--- src/rtl/redmule_pkg.sv ---
// Shared RedMulE definitions: job register map, peripheral offsets, and the
// types used by the configuration master.
package redmule_pkg;

    localparam int X_ADDR       = 0;
    localparam int OP_SELECTION = 18;
    localparam int REDMULE_REGS = OP_SELECTION - X_ADDR + 1;

    localparam logic [31:0] TRIGGER_OFFS = 32'h0000_0000;
    localparam logic [31:0] ACQUIRE_OFFS = 32'h0000_0004;
    localparam logic [31:0] JOB_OFFS     = 32'h0000_0040;

    localparam int PERIPH_AW = 32;

    typedef enum logic [2:0] {
        CFG_IDLE     = 3'd0,
        CFG_ACQ      = 3'd1,
        CFG_ACQ_RSP  = 3'd2,
        CFG_BACKOFF  = 3'd3,
        CFG_WR       = 3'd4,
        CFG_TRIG     = 3'd5,
        CFG_WAIT_EVT = 3'd6,
        CFG_DONE     = 3'd7
    } cfg_master_state_e;

    typedef struct packed {
        logic                 req;
        logic [PERIPH_AW-1:0] add;
        logic                 wen;
        logic [3:0]           be;
        logic [31:0]          data;
    } periph_req_t;

endpackage

--- src/rtl/redmule_cfg_backoff_cnt.sv ---
// Loadable down-counter that saturates at zero; used for the acquire back-off
// wait and reusable as a watchdog.
module redmule_cfg_backoff_cnt #(
    parameter int W = 8
) (
    input  logic         clk_i,
    input  logic         rst_i,
    input  logic         load_i,
    input  logic [W-1:0] load_val_i,
    input  logic         dec_i,
    output logic         zero_o
);

    logic [W-1:0] cnt_reg;

    always_ff @(posedge clk_i or posedge rst_i) begin
        if (rst_i) begin
            cnt_reg <= '0;
        end else if (load_i) begin
            cnt_reg <= load_val_i;
        end else if (dec_i && (cnt_reg != '0)) begin
            cnt_reg <= cnt_reg - 1'b1;
        end
    end

    assign zero_o = (cnt_reg == '0);

endmodule

--- src/rtl/redmule_cfg_master.sv ---
// Peripheral-bus initiator that acquires RedMulE, writes one job descriptor,
// triggers it and reports completion with the acquired job id.
module redmule_cfg_master #(
    parameter int                REGS        = redmule_pkg::REDMULE_REGS,
    parameter int                ADDR_W      = 32,
    parameter logic [ADDR_W-1:0] BASE_ADDR   = '0,
    parameter logic [ADDR_W-1:0] JOB_OFFS    = ADDR_W'(redmule_pkg::JOB_OFFS),
    parameter int                MAX_RETRY   = 16,
    parameter int                BACKOFF_CYC = 8
) (
    input  logic                 clk_i,
    input  logic                 rst_i,
    input  logic                 job_valid_i,
    output logic                 job_ready_o,
    input  logic [REGS*32-1:0]   job_regs_i,
    output logic                 req_o,
    input  logic                 gnt_i,
    output logic [ADDR_W-1:0]    add_o,
    output logic                 wen_o,
    output logic [3:0]           be_o,
    output logic [31:0]          data_o,
    input  logic                 r_valid_i,
    input  logic [31:0]          r_data_i,
    input  logic                 evt_i,
    output logic                 done_valid_o,
    input  logic                 done_ready_i,
    output logic [7:0]           done_id_o,
    output logic                 err_o,
    output logic                 busy_o
);

    import redmule_pkg::*;

    localparam int IDX_W = (REGS > 1) ? $clog2(REGS) : 1;
    localparam int RTY_W = $clog2(MAX_RETRY + 1);
    localparam int BO_W  = (BACKOFF_CYC > 1) ? $clog2(BACKOFF_CYC) : 1;

    localparam logic [IDX_W-1:0]  LAST_IDX  = IDX_W'(REGS - 1);
    localparam logic [RTY_W-1:0]  LAST_RTY  = RTY_W'(MAX_RETRY - 1);
    localparam logic [BO_W-1:0]   BO_LOAD   = BO_W'((BACKOFF_CYC > 0) ? BACKOFF_CYC - 1 : 0);
    localparam logic [ADDR_W-1:0] TRIG_ADDR = BASE_ADDR + ADDR_W'(TRIGGER_OFFS);
    localparam logic [ADDR_W-1:0] ACQ_ADDR  = BASE_ADDR + ADDR_W'(ACQUIRE_OFFS);

    cfg_master_state_e state_reg, state_next;
    logic [IDX_W-1:0]  idx_reg, idx_next;
    logic [RTY_W-1:0]  retry_reg, retry_next;
    logic [7:0]        done_id_reg, done_id_next;
    logic              err_reg, err_next;
    logic [31:0]       job_regs_mem [REGS];
    logic              job_accept;
    logic              bo_load, bo_dec, bo_zero;
    logic [ADDR_W-1:0] job_addr;
    periph_req_t       preq;
    logic              unused_rdata;

    assign unused_rdata = ^r_data_i[30:8];
    assign job_addr     = BASE_ADDR + JOB_OFFS + ADDR_W'({idx_reg, 2'b00});

    redmule_cfg_backoff_cnt #(
        .W (BO_W)
    ) u_backoff_cnt (
        .clk_i      (clk_i),
        .rst_i      (rst_i),
        .load_i     (bo_load),
        .load_val_i (BO_LOAD),
        .dec_i      (bo_dec),
        .zero_o     (bo_zero)
    );

    always_comb begin
        state_next   = state_reg;
        idx_next     = idx_reg;
        retry_next   = retry_reg;
        done_id_next = done_id_reg;
        err_next     = err_reg;
        job_accept   = 1'b0;
        bo_load      = 1'b0;
        bo_dec       = 1'b0;
        preq.req     = 1'b0;
        preq.add     = '0;
        preq.wen     = 1'b1;
        preq.be      = 4'hF;
        preq.data    = '0;
        case (state_reg)
            CFG_IDLE: begin
                if (job_valid_i) begin
                    job_accept = 1'b1;
                    err_next   = 1'b0;
                    retry_next = '0;
                    state_next = CFG_ACQ;
                end
            end
            CFG_ACQ: begin
                preq.req = 1'b1;
                preq.add = PERIPH_AW'(ACQ_ADDR);
                if (gnt_i) state_next = CFG_ACQ_RSP;
            end
            CFG_ACQ_RSP: begin
                if (r_valid_i) begin
                    // Bit 31 set means another master owns the accelerator.
                    if (r_data_i[31]) begin
                        retry_next = retry_reg + 1'b1;
                        if (retry_reg == LAST_RTY) begin
                            err_next   = 1'b1;
                            state_next = CFG_IDLE;
                        end else begin
                            bo_load    = 1'b1;
                            state_next = CFG_BACKOFF;
                        end
                    end else begin
                        done_id_next = r_data_i[7:0];
                        idx_next     = '0;
                        state_next   = CFG_WR;
                    end
                end
            end
            CFG_BACKOFF: begin
                if (bo_zero) state_next = CFG_ACQ;
                else         bo_dec     = 1'b1;
            end
            CFG_WR: begin
                preq.req  = 1'b1;
                preq.wen  = 1'b0;
                preq.add  = PERIPH_AW'(job_addr);
                preq.data = job_regs_mem[idx_reg];
                if (gnt_i) begin
                    if (idx_reg == LAST_IDX) state_next = CFG_TRIG;
                    else                     idx_next   = idx_reg + 1'b1;
                end
            end
            CFG_TRIG: begin
                preq.req = 1'b1;
                preq.wen = 1'b0;
                preq.add = PERIPH_AW'(TRIG_ADDR);
                if (gnt_i) state_next = CFG_WAIT_EVT;
            end
            CFG_WAIT_EVT: begin
                if (evt_i) state_next = CFG_DONE;
            end
            CFG_DONE: begin
                if (done_ready_i) state_next = CFG_IDLE;
            end
            default: state_next = CFG_IDLE;
        endcase
    end

    always_ff @(posedge clk_i or posedge rst_i) begin
        if (rst_i) begin
            state_reg   <= CFG_IDLE;
            idx_reg     <= '0;
            retry_reg   <= '0;
            done_id_reg <= '0;
            err_reg     <= 1'b0;
        end else begin
            state_reg   <= state_next;
            idx_reg     <= idx_next;
            retry_reg   <= retry_next;
            done_id_reg <= done_id_next;
            err_reg     <= err_next;
        end
    end

    // Descriptor storage is plain data, captured only on accept.
    always_ff @(posedge clk_i) begin
        if (job_accept) begin
            for (int i = 0; i < REGS; i++) begin
                job_regs_mem[i] <= job_regs_i[32*i +: 32];
            end
        end
    end

    assign req_o        = preq.req;
    assign add_o        = ADDR_W'(preq.add);
    assign wen_o        = preq.wen;
    assign be_o         = preq.be;
    assign data_o       = preq.data;
    assign job_ready_o  = (state_reg == CFG_IDLE) && !rst_i;
    assign done_valid_o = (state_reg == CFG_DONE);
    assign done_id_o    = done_id_reg;
    assign err_o        = err_reg;
    assign busy_o       = (state_reg != CFG_IDLE);

endmodule

--- config.mk ---
export PLATFORM = sky130hd
export DESIGN_NAME = redmule_cfg_master
export DESIGN_NICKNAME = d
export VERILOG_FILES = /design/src/rtl/redmule_pkg.sv /design/src/rtl/redmule_cfg_backoff_cnt.sv /design/src/rtl/redmule_cfg_master.sv
export SDC_FILE = /design/constraint.sdc
export NUM_CORES = 1
export LEC_CHECK = 0
export ABC_CLOCK_PERIOD_IN_PS = 32900
export CAP_MARGIN = 20
export CORE_MARGIN = 10
export CORE_UTILIZATION = 35
export DETAILED_ROUTE_END_ITERATION = 7
export SKIP_CTS_REPAIR_TIMING = 1
export SLEW_MARGIN = 30
export SYNTH_ARGS = -nofsm -noshare
export SYNTH_HDL_FRONTEND = slang
export SYNTH_SLANG_ARGS = --single-unit
export TNS_END_PERCENT = 5
--- constraint.sdc ---
create_clock -name clk_i -period 32.9 [get_ports clk_i]
set_input_delay 3.29 -clock clk_i [delete_from_list [all_inputs] [get_ports clk_i]]
set_output_delay 3.29 -clock clk_i [all_outputs]
set_load 0.05 [all_outputs]
Word level (Yosys, flattened, before mapping):

Memories as Yosys holds them, arrays and structs flattened.
Index checks and enable logic that the tools add are counted.

* flip-flop bits (word level): 25
* latch bits: 0
* memory bits (writable): 608
* ROM bits: 0
* memories: 1

* add/subtract/negate cells: 4
* $mul: 0
* divide/modulo/power cells: 0
* $lt $le $gt $ge: 0
* equal/unequal tests: 22
* shifts and indexed selects: 0
* multiplexer cells: 41
* bitwise logic cells: 1
* reductions and logical operators: 16

Memory list
* job_regs_mem: words 19, width 32, read ports 1, clocked after Yosys merged registers in 0, write ports 19, RTL line redmule_cfg_master.sv:49 `logic [31:0] job_regs_mem [REGS];`

Operators with widths (number)
* $pmux 33 s3: 1
* $mux 3: 12
* $mux 5: 7
* $mux 32: 1
* $ne 2x2->1 const B: 12
* $pmux 3 s8: 1
* $pmux 5 s2: 2
* $mux 1: 15
* $eq 3x3->1 const B: 4
* $add 5x1->5 const B: 2
* $reduce_and 5->1: 2
* $reduce_and 9->1: 1
* $add 7x7->8 const A: 1
* $eq 3x2->1 const B: 2
* $logic_not 3->1: 2
* $reduce_bool 2->1: 3
* $reduce_bool 3->1: 2
* $eq 5x4->1 const B: 1
* $eq 5x5->1 const B: 1
* $reduce_and 4->1: 1
* $eq 3x1->1 const B: 1
* $reduce_and 3->1: 1
* $sub 3x1->3 const B: 1
* $logic_and 1x1->1: 2
* 6 further kinds: 6

Longest topological paths before layout:

Gate-level depths: netlist of the first run.

* depth after elaboration: 6
* depth in mapped cells: 10
* mapped depth without buffers: 7

By module:

From an unflattened synthesis of the first run, not the netlist that was laid out.

* cells, all modules: 1208
* area total of the unflattened synthesis: 24865.1 µm²

By module, submodules not included
* redmule_cfg_master: instances 1, cells an instance 1188, area each 24653.6 µm², sequential area each 18808.0 µm²
* redmule_cfg_backoff_cnt: instances 1, cells an instance 20, area each 211.5 µm², sequential area each 75.1 µm²

Least setup slack after synthesis of the first run:

Ideal clock, no wire load.

* path kind: input-to-reg
* start point: input job_valid_i
* end point: memory job_regs_mem[0][0], enable pin
* setup time: 1051 ps
* arrival: 16937 ps
* setup slack: 14912 ps
* stages on the path: 1
* path buffers: 0
* cells stage by stage: and2_1

RTL lines
* from (decl): RTL line redmule_cfg_master.sv:13 `input logic job_valid_i,`
* to (decl): RTL line redmule_cfg_master.sv:49

Worst setup path after layout of the first run:

* start point: input rst_i
* end point: output job_ready_o

* longest elaborated chain between the ends: 2

Ends and longest elaborated chain
* from (decl): RTL line redmule_cfg_master.sv:12 `input logic rst_i,`
* $logic_not 1->1: RTL line redmule_cfg_master.sv:177 `assign job_ready_o = (state_reg == CFG_IDLE) && !rst_i;`
* $logic_and 1x1->1: RTL line redmule_cfg_master.sv:177
* to (decl): RTL line redmule_cfg_master.sv:14 `output logic job_ready_o,`

Every way passes these cells.

==> run_results.csv, run 1 <==
group,metric,value,unit
run_status,outcome,"finished clean",
yosys,muxShareOfSynthArea,15.93,%
yosys,ys_seq_elements,633,
setup_path,critPathKind,"in -> out",
setup_path,r2r_slack,27.64,ns
timing,finalSetupViolations,0,
cts,cts_tree,"done",
min_path,hp-start,"retry_reg[4]",
timing,fin_hold_ws,0.4859,ns
setup_path,r2r_start,"state_reg[1]",
timing,period_needed,7.946,ns
layout,regMostFlops,"job_regs_mem",
min_path,worstHoldPathType,"reg -> reg",
detailed_routing,final_antenna_net_count,0,
setup_path,critPathLaunchType,"input pin",
yosys,synth_flop_cell,"edfxtp_1",
detailed_routing,drc,0,
cts,cts_made_buffers,72,
timing,fmax,0.1258,GHz
yosys,synth_edf_count,608,
layout,fin_util,49.66,%
place,gp_congestion,0.8006,
yosys,synth-compound-area-share,3.650,%
flow_run,max_cap_violations,0,
die,ios,729,
cts,cts_max_level,3,
timing,tightest_slew,0.9211,ns
cts,clk_pin_slew,0.06,ns
die,fp.dieArea,82170,um2
global_route,overflow,0,
detailed_routing,viasPerCell,4.858,
place,port_buffers,675,
detailed_routing,avgRoutedWirePerCell,26.97,um
setup_path,critPathArrivalTime,4.66,ns
detailed_routing,num_vias,14112,
pwr,p_per_area,65.48,nW/um2
yosys,synth_simple_gate_area_share,1.634,%
detailed_routing,first_pass_iters,8,
global_route,grt_pass1_wl,109.1,mm
yosys,synth_xor_area_share,0.1056,%
yosys,synthArstFlopShare,3.949,%
global_route,grt_pass1_vias,15438,
die,start_util,35.41,%
yosys,syn_avg_cell_area,21.05,um2
die,rows,97,
layout,nets,2536,
yosys,synth_cells,1182,
die,die_w,286.7,um
cts,cts_sinks,633,
cts,clk_latency,0.60,ns
detailed_routing,wirelength,78.36,mm
detailed_routing,drt_iter0_drc,1017,
yosys,yosys-top-cells-area,"edfxtp_1 73%, mux4_2 11%, mux2i_1 2.9%",
setup_path,critical_path.max_fanout,2,
global_route,grt_use_total,18.47,%
cts,cts_root_buf,"clkbuf_16",
layout,post-route-cell-area,34900,um2
layout,drive_gt1_share,14.97,%
global_route,grt_max_degree,101,
timing,slew_violations,0,
layout,areaGrowthSynthToFinish,40.23,%
setup_path,crit_start,"rst_i",
yosys,ys_seq_area_share,75.88,%
pwr,p_leak,0.01137,uW
cts,clockBufferDepth,3,
timing,finalCritPeriodShare,24.15,%
place,placed_area,32530,um2
yosys,yosysWarningCount,0,
yosys,synth_top_family_by_area,"multiplexers",
yosys,syn-cell-area,24890,um2
yosys,synth_top_area_share,73.36,%
setup_path,end_kind,"output port",
timing,tns,0,ns
yosys,synthDistinctLibCells,55,
yosys,synthAdderAreaFrac,0.3017,%
timing,skew,0.01160,ns
die,fp.dieH,286.7,um
global_route,antenna_found_initial,31,
setup_path,cp.required,29.61,ns
place,dp_hpwl,57.18,mm
die,coreArea,70270,um2
pwr,peakVddDrop,0.03777,mV
timing,hold_viol_final,0,
layout,largest_register_ffs,608,
yosys,yosysTopAreaCell,"edfxtp_1",
timing,maxSlewHeadroom,38.60,%
timing,rsz0062_at_grt,"no",
## layout make-up
cell class | count | area [um2]
fill | 5729 | 35370
clock buffer | 87 | 1858
antenna | 28 | 70.07
clock inverter | 41 | 402.9
inverter | 10 | 42.54
timing repair buffer | 695 | 6950
sequential | 633 | 18900
multi-input combinational | 471 | 5503
tap | 940 | 1176
## path summary, 6_finish.rpt
path / endpoint / depth (start not counted)
setup / recovery: job_ready_o / 3
hold / removal: retry_reg[4] / 2
setup reg to reg: job_regs_mem[11][16] / 6
hold reg to reg: retry_reg[4] / 2
max in group asynchronous: idx_reg[3] / 2
min in group asynchronous: done_id_o[7] / 2
## stage by stage
stage	instances	setup slack (ns)	total power [uW]
after floorplan	1210	14.91	1436
after global placement	2748	24.77	1518
after detailed placement	2748	24.62	1531
after CTS	2876	24.96	2312
after global routing	2901	24.74	2379
final	2905	24.95	2285
## synthesized netlist by cell type, types with 2 or more instances
| library cell | n |
|---|---|
| a2111oi_0 | 2 |
| a211oi_1 | 33 |
| a21oi_1 | 4 |
| a22oi_1 | 2 |
| a2bb2oi_1 | 2 |
| a41oi_1 | 2 |
| and2_1 | 6 |
| and3_1 | 3 |
| buf_2 | 23 |
| buf_4 | 43 |
| buf_6 | 3 |
| clkbuf_1 | 26 |
| conb_1 | 2 |
| dfrtp_1 | 25 |
| edfxtp_1 | 608 |
| ha_1 | 6 |
| inv_1 | 9 |
| mux2_1 | 8 |
| mux2_2 | 32 |
| mux2i_1 | 72 |
| mux4_2 | 124 |
| nand2_1 | 16 |
| nand2b_1 | 3 |
| nand3_1 | 6 |
| nand3b_1 | 2 |
| nor2_1 | 10 |
| nor2b_1 | 6 |
| nor3_1 | 4 |
| nor3b_1 | 2 |
| o211ai_1 | 3 |
| o21a_1 | 3 |
| o21ai_0 | 12 |
| o21ai_1 | 22 |
| o2bb2ai_1 | 31 |
| o31ai_1 | 3 |
| or3_1 | 4 |
| xnor2_1 | 2 |
## kinds of logic after synthesis
family / Yosys count
flops: 633
mux: 236
compound gates: 125
buf+inv: 106
simple gates: 71
fa+ha+maj: 6
xor+xnor: 3
other cells: 2
## worst max-delay path: stages
cell             delay [ns]
clkdlybuf4s50_1        0.43
nor2_1                 0.12
clkdlybuf4s50_1        0.82
## report_power, final
group	internal [uW]	switching (uW)
combinational	191	244
clock	452	323
sequential	1030	42.5
## layer usage
metal / vias up / GRT usage [%] / routed length (um)
met5: - / 0 / 80
met4: 12 / 7.777 / 1959
met3: 112 / 6.315 / 6940
met2: 592 / 32.61 / 42090
met1: 7114 / 19.95 / 27280
li1: 6282 / - / -
## layout by cell type (no fill, tap or decap), types with 8 or more instances in the layout
cell	n
a211oi_1	33
buf_4	15
clkbuf_1	15
clkbuf_16	72
clkdlybuf4s50_1	675
clkinv_1	12
clkinv_2	15
conb_1	30
dfrtp_1	21
diode_2	28
edfxtp_1	608
inv_1	8
mux2_1	8
mux2_2	32
mux2i_1	72
mux4_2	124
nand2_1	16
nor2_1	9
o21ai_0	12
o21ai_1	22
o2bb2ai_1	31
(Power assumes the default switching activity.)
==> run 2, diff against run 1 <==
--- a/config.mk
+++ b/config.mk
@@ -5,7 +5,7 @@
 export SDC_FILE = /design/constraint.sdc
 export NUM_CORES = 1
 export LEC_CHECK = 0
-export ABC_CLOCK_PERIOD_IN_PS = 32900
+export ABC_CLOCK_PERIOD_IN_PS = 7600
 export CAP_MARGIN = 20
 export CORE_MARGIN = 10
 export CORE_UTILIZATION = 35
==> constraint.sdc (replaced) <==
create_clock -name clk_i -period 7.6 [get_ports clk_i]
set_input_delay 0.76 -clock clk_i [delete_from_list [all_inputs] [get_ports clk_i]]
set_output_delay 0.76 -clock clk_i [all_outputs]
set_load 0.05 [all_outputs]
==> run 2 against run 1 <==
Effect of this change: count of clock-buffer cells in the layout is 3 lower; via count is 0.19% higher; final cell count hardly changed; non-clock buffer count is 4 higher; critical path type is now reg -> out; critical endpoint is now data_o[2]; highest routed layer unchanged.
==> run_results.csv, run 2 (synthesized netlist as in run 1, its figures left out) <==
group,metric,value,unit
flow_run,max_cap_violations,0,
timing,tightest_slew,0.9802,ns
pwr,seq_power_share,46.7,%
timing,rsz0062_at_grt,"no",
cts,cts_made_buffers,71,
timing,finalCritPeriodShare,64.57,%
global_route,antenna_found_initial,35,
timing,fmax,0.2038,GHz
min_path,worstHoldPathType,"reg -> reg",
global_route,met2_usage,32.56,%
cts,cts_root_buf,"clkbuf_16",
timing,slew_violations,0,
setup_path,end_kind,"output port",
detailed_routing,num_vias,14139,
pwr,power.internal,7317,uW
detailed_routing,viasPerCell,4.870,
detailed_routing,avgRoutedWirePerCell,27.33,um
global_route,grt_use_total,18.67,%
pwr,p_per_area,284.9,nW/um2
pwr,finalPower,9978,uW
pwr,combPwrFrac,19.1,%
timing,skew,0.01501,ns
global_route,grt.met1_usage,20.69,%
setup_path,cp.required,6.84,ns
cts,clockBufferDepth,3,
setup_path,critPathLaunchType,"register",
die,ios,729,
die,fp.dieArea,82170,um2
detailed_routing,wirelength,79.33,mm
layout,largest_register_ffs,608,
timing,maxSlewHeadroom,34.65,%
detailed_routing,drt_iter0_drc,1151,
timing,tns,0,ns
die,die_w,286.7,um
layout,layout.cells.most_common,"clkdlybuf4s50_1",
detailed_routing,drc,0,
global_route,grt_max_degree,183,
global_route,top_usage_layer,"met2",
die,fp.dieH,286.7,um
global_route,grt_pass1_wl,109.9,mm
cts,clk_latency,0.60,ns
setup_path,critPathArrivalTime,4.15,ns
setup_path,critPathKind,"reg -> out",
layout,regArea,18900,um2
place,port_buffers,675,
place,post-place-ws,3.237,ns
pwr,swShare,26.66,%
global_route,grt_pass1_vias,15374,
die,start_util,35.41,%
global_route,overflow,0,
cts,cts_max_level,3,
detailed_routing,first_pass_iters,5,
timing,period_needed,4.908,ns
pwr,clkPwrFrac,34.2,%
detailed_routing,final_antenna_net_count,0,
pwr,peakVddDrop,0.2578,mV
pwr,p_switching,2660,uW
place,gp_congestion,0.8122,
layout,regMostFlops,"job_regs_mem",
layout,fill_cells,5738,
layout,multi_input_area,5503,um2
die,coreArea,70270,um2
layout,areaGrowthSynthToFinish,40.72,%
global_route,grtUsageMet3,6.394,%
layout,drive_gt1_share,15.24,%
cts,cts_tree,"done",
die,rows,97,
timing,fin_ws,2.692,ns
layout,layout_common_cells,"675 x clkdlybuf4s50_1, 608 x edfxtp_1, 124 x mux4_2, 72 x mux2i_1, 72 x clkbuf_16",
pwr,p_leak,0.01141,uW
setup_path,critical_path.max_fanout,42,
timing,hold_viol_final,0,
cts,clk_pin_slew,0.06,ns
timing,finalSetupViolations,0,
cts,cts_sinks,633,
place,dp_hpwl,58.55,mm
run_status,outcome,"finished clean",
layout,nets,2539,
## run 2: cell count changes in the layout (fill, tap and decap cells not counted)
cell / change
buf_12: +3
buf_16: +1
buf_4: +2
buf_6: -2
bufinv_16: +1
clkbuf_1: -5
clkbuf_8: +2
clkinv_1: +4
clkinv_2: -5
clkinvlp_4: +3
diode_2: -7
inv_6: +1
## run 2: per-layer routing
| metal | share of wire [%] | wire length, um |
|---|---|---|
| met1 | 36 | 28750 |
| met2 | 53 | 41790 |
| met3 | 8.3 | 6588 |
| met4 | 2.6 | 2036 |
| met5 | 0.20 | 161 |
## run 2: critical path: stages, from the launching register on
cell and delay [ns]:
dfrtp_2 0.33, buf_4 0.56, or3b_2 0.84, o22ai_1 0.46, a211oi_1 0.30, a21boi_1 0.18
clkdlybuf4s50_1 0.84
## run 2: area by class of cell
type                    count  area share, %
flip-flops and latches    633          53.95
repair buffers            699          20.08
multi-input cells         471          15.71
clock buffers              84          5.330
well taps                 940          3.358
clock inverters            45          1.297
diodes                     21         0.1501
inverters                  10         0.1215
## run 2: metrics by stage
step | cells | utilization [%] | cell area (um2) | hold WS (ns)
2_1_floorplan | 1210 | - | 24990 | 0.4485
3_3_place_gp | 2751 | 46.38 | 32590 | 0.4708
3_5_place_dp | 2751 | 46.38 | 32590 | 0.4738
4_1_cts | 2880 | 49.68 | 34910 | 0.4868
5_1_grt | 2901 | 49.83 | 35020 | 0.5015
6_report | 2903 | 49.84 | 35020 | 0.4838
## run 2: power by group through the flow
stage	clock network (uW)	registers, uW	logic, uW
finish	3420	4650	1910
global placement	0	4710	1890
floorplan	0	4800	1110
CTS	3510	4670	1920
detailed placement	0	4740	1910
global route	3650	4700	2030
## run 2: worst paths after layout
path | startpoint | to | slack [ns] | cells after the start
max | idx_reg[4] | data_o[2] | 2.69 | 6
min | retry_reg[4] | retry_reg[4] | 0.48 | 2
max reg2reg | state_reg[1] | job_regs_mem[13][5] | 4.28 | 5
min reg2reg | retry_reg[4] | retry_reg[4] | 0.48 | 2
max in group asynchronous | rst_i | idx_reg[3] | 6.55 | 2
min in group asynchronous | rst_i | done_id_o[5] | 0.58 | 2
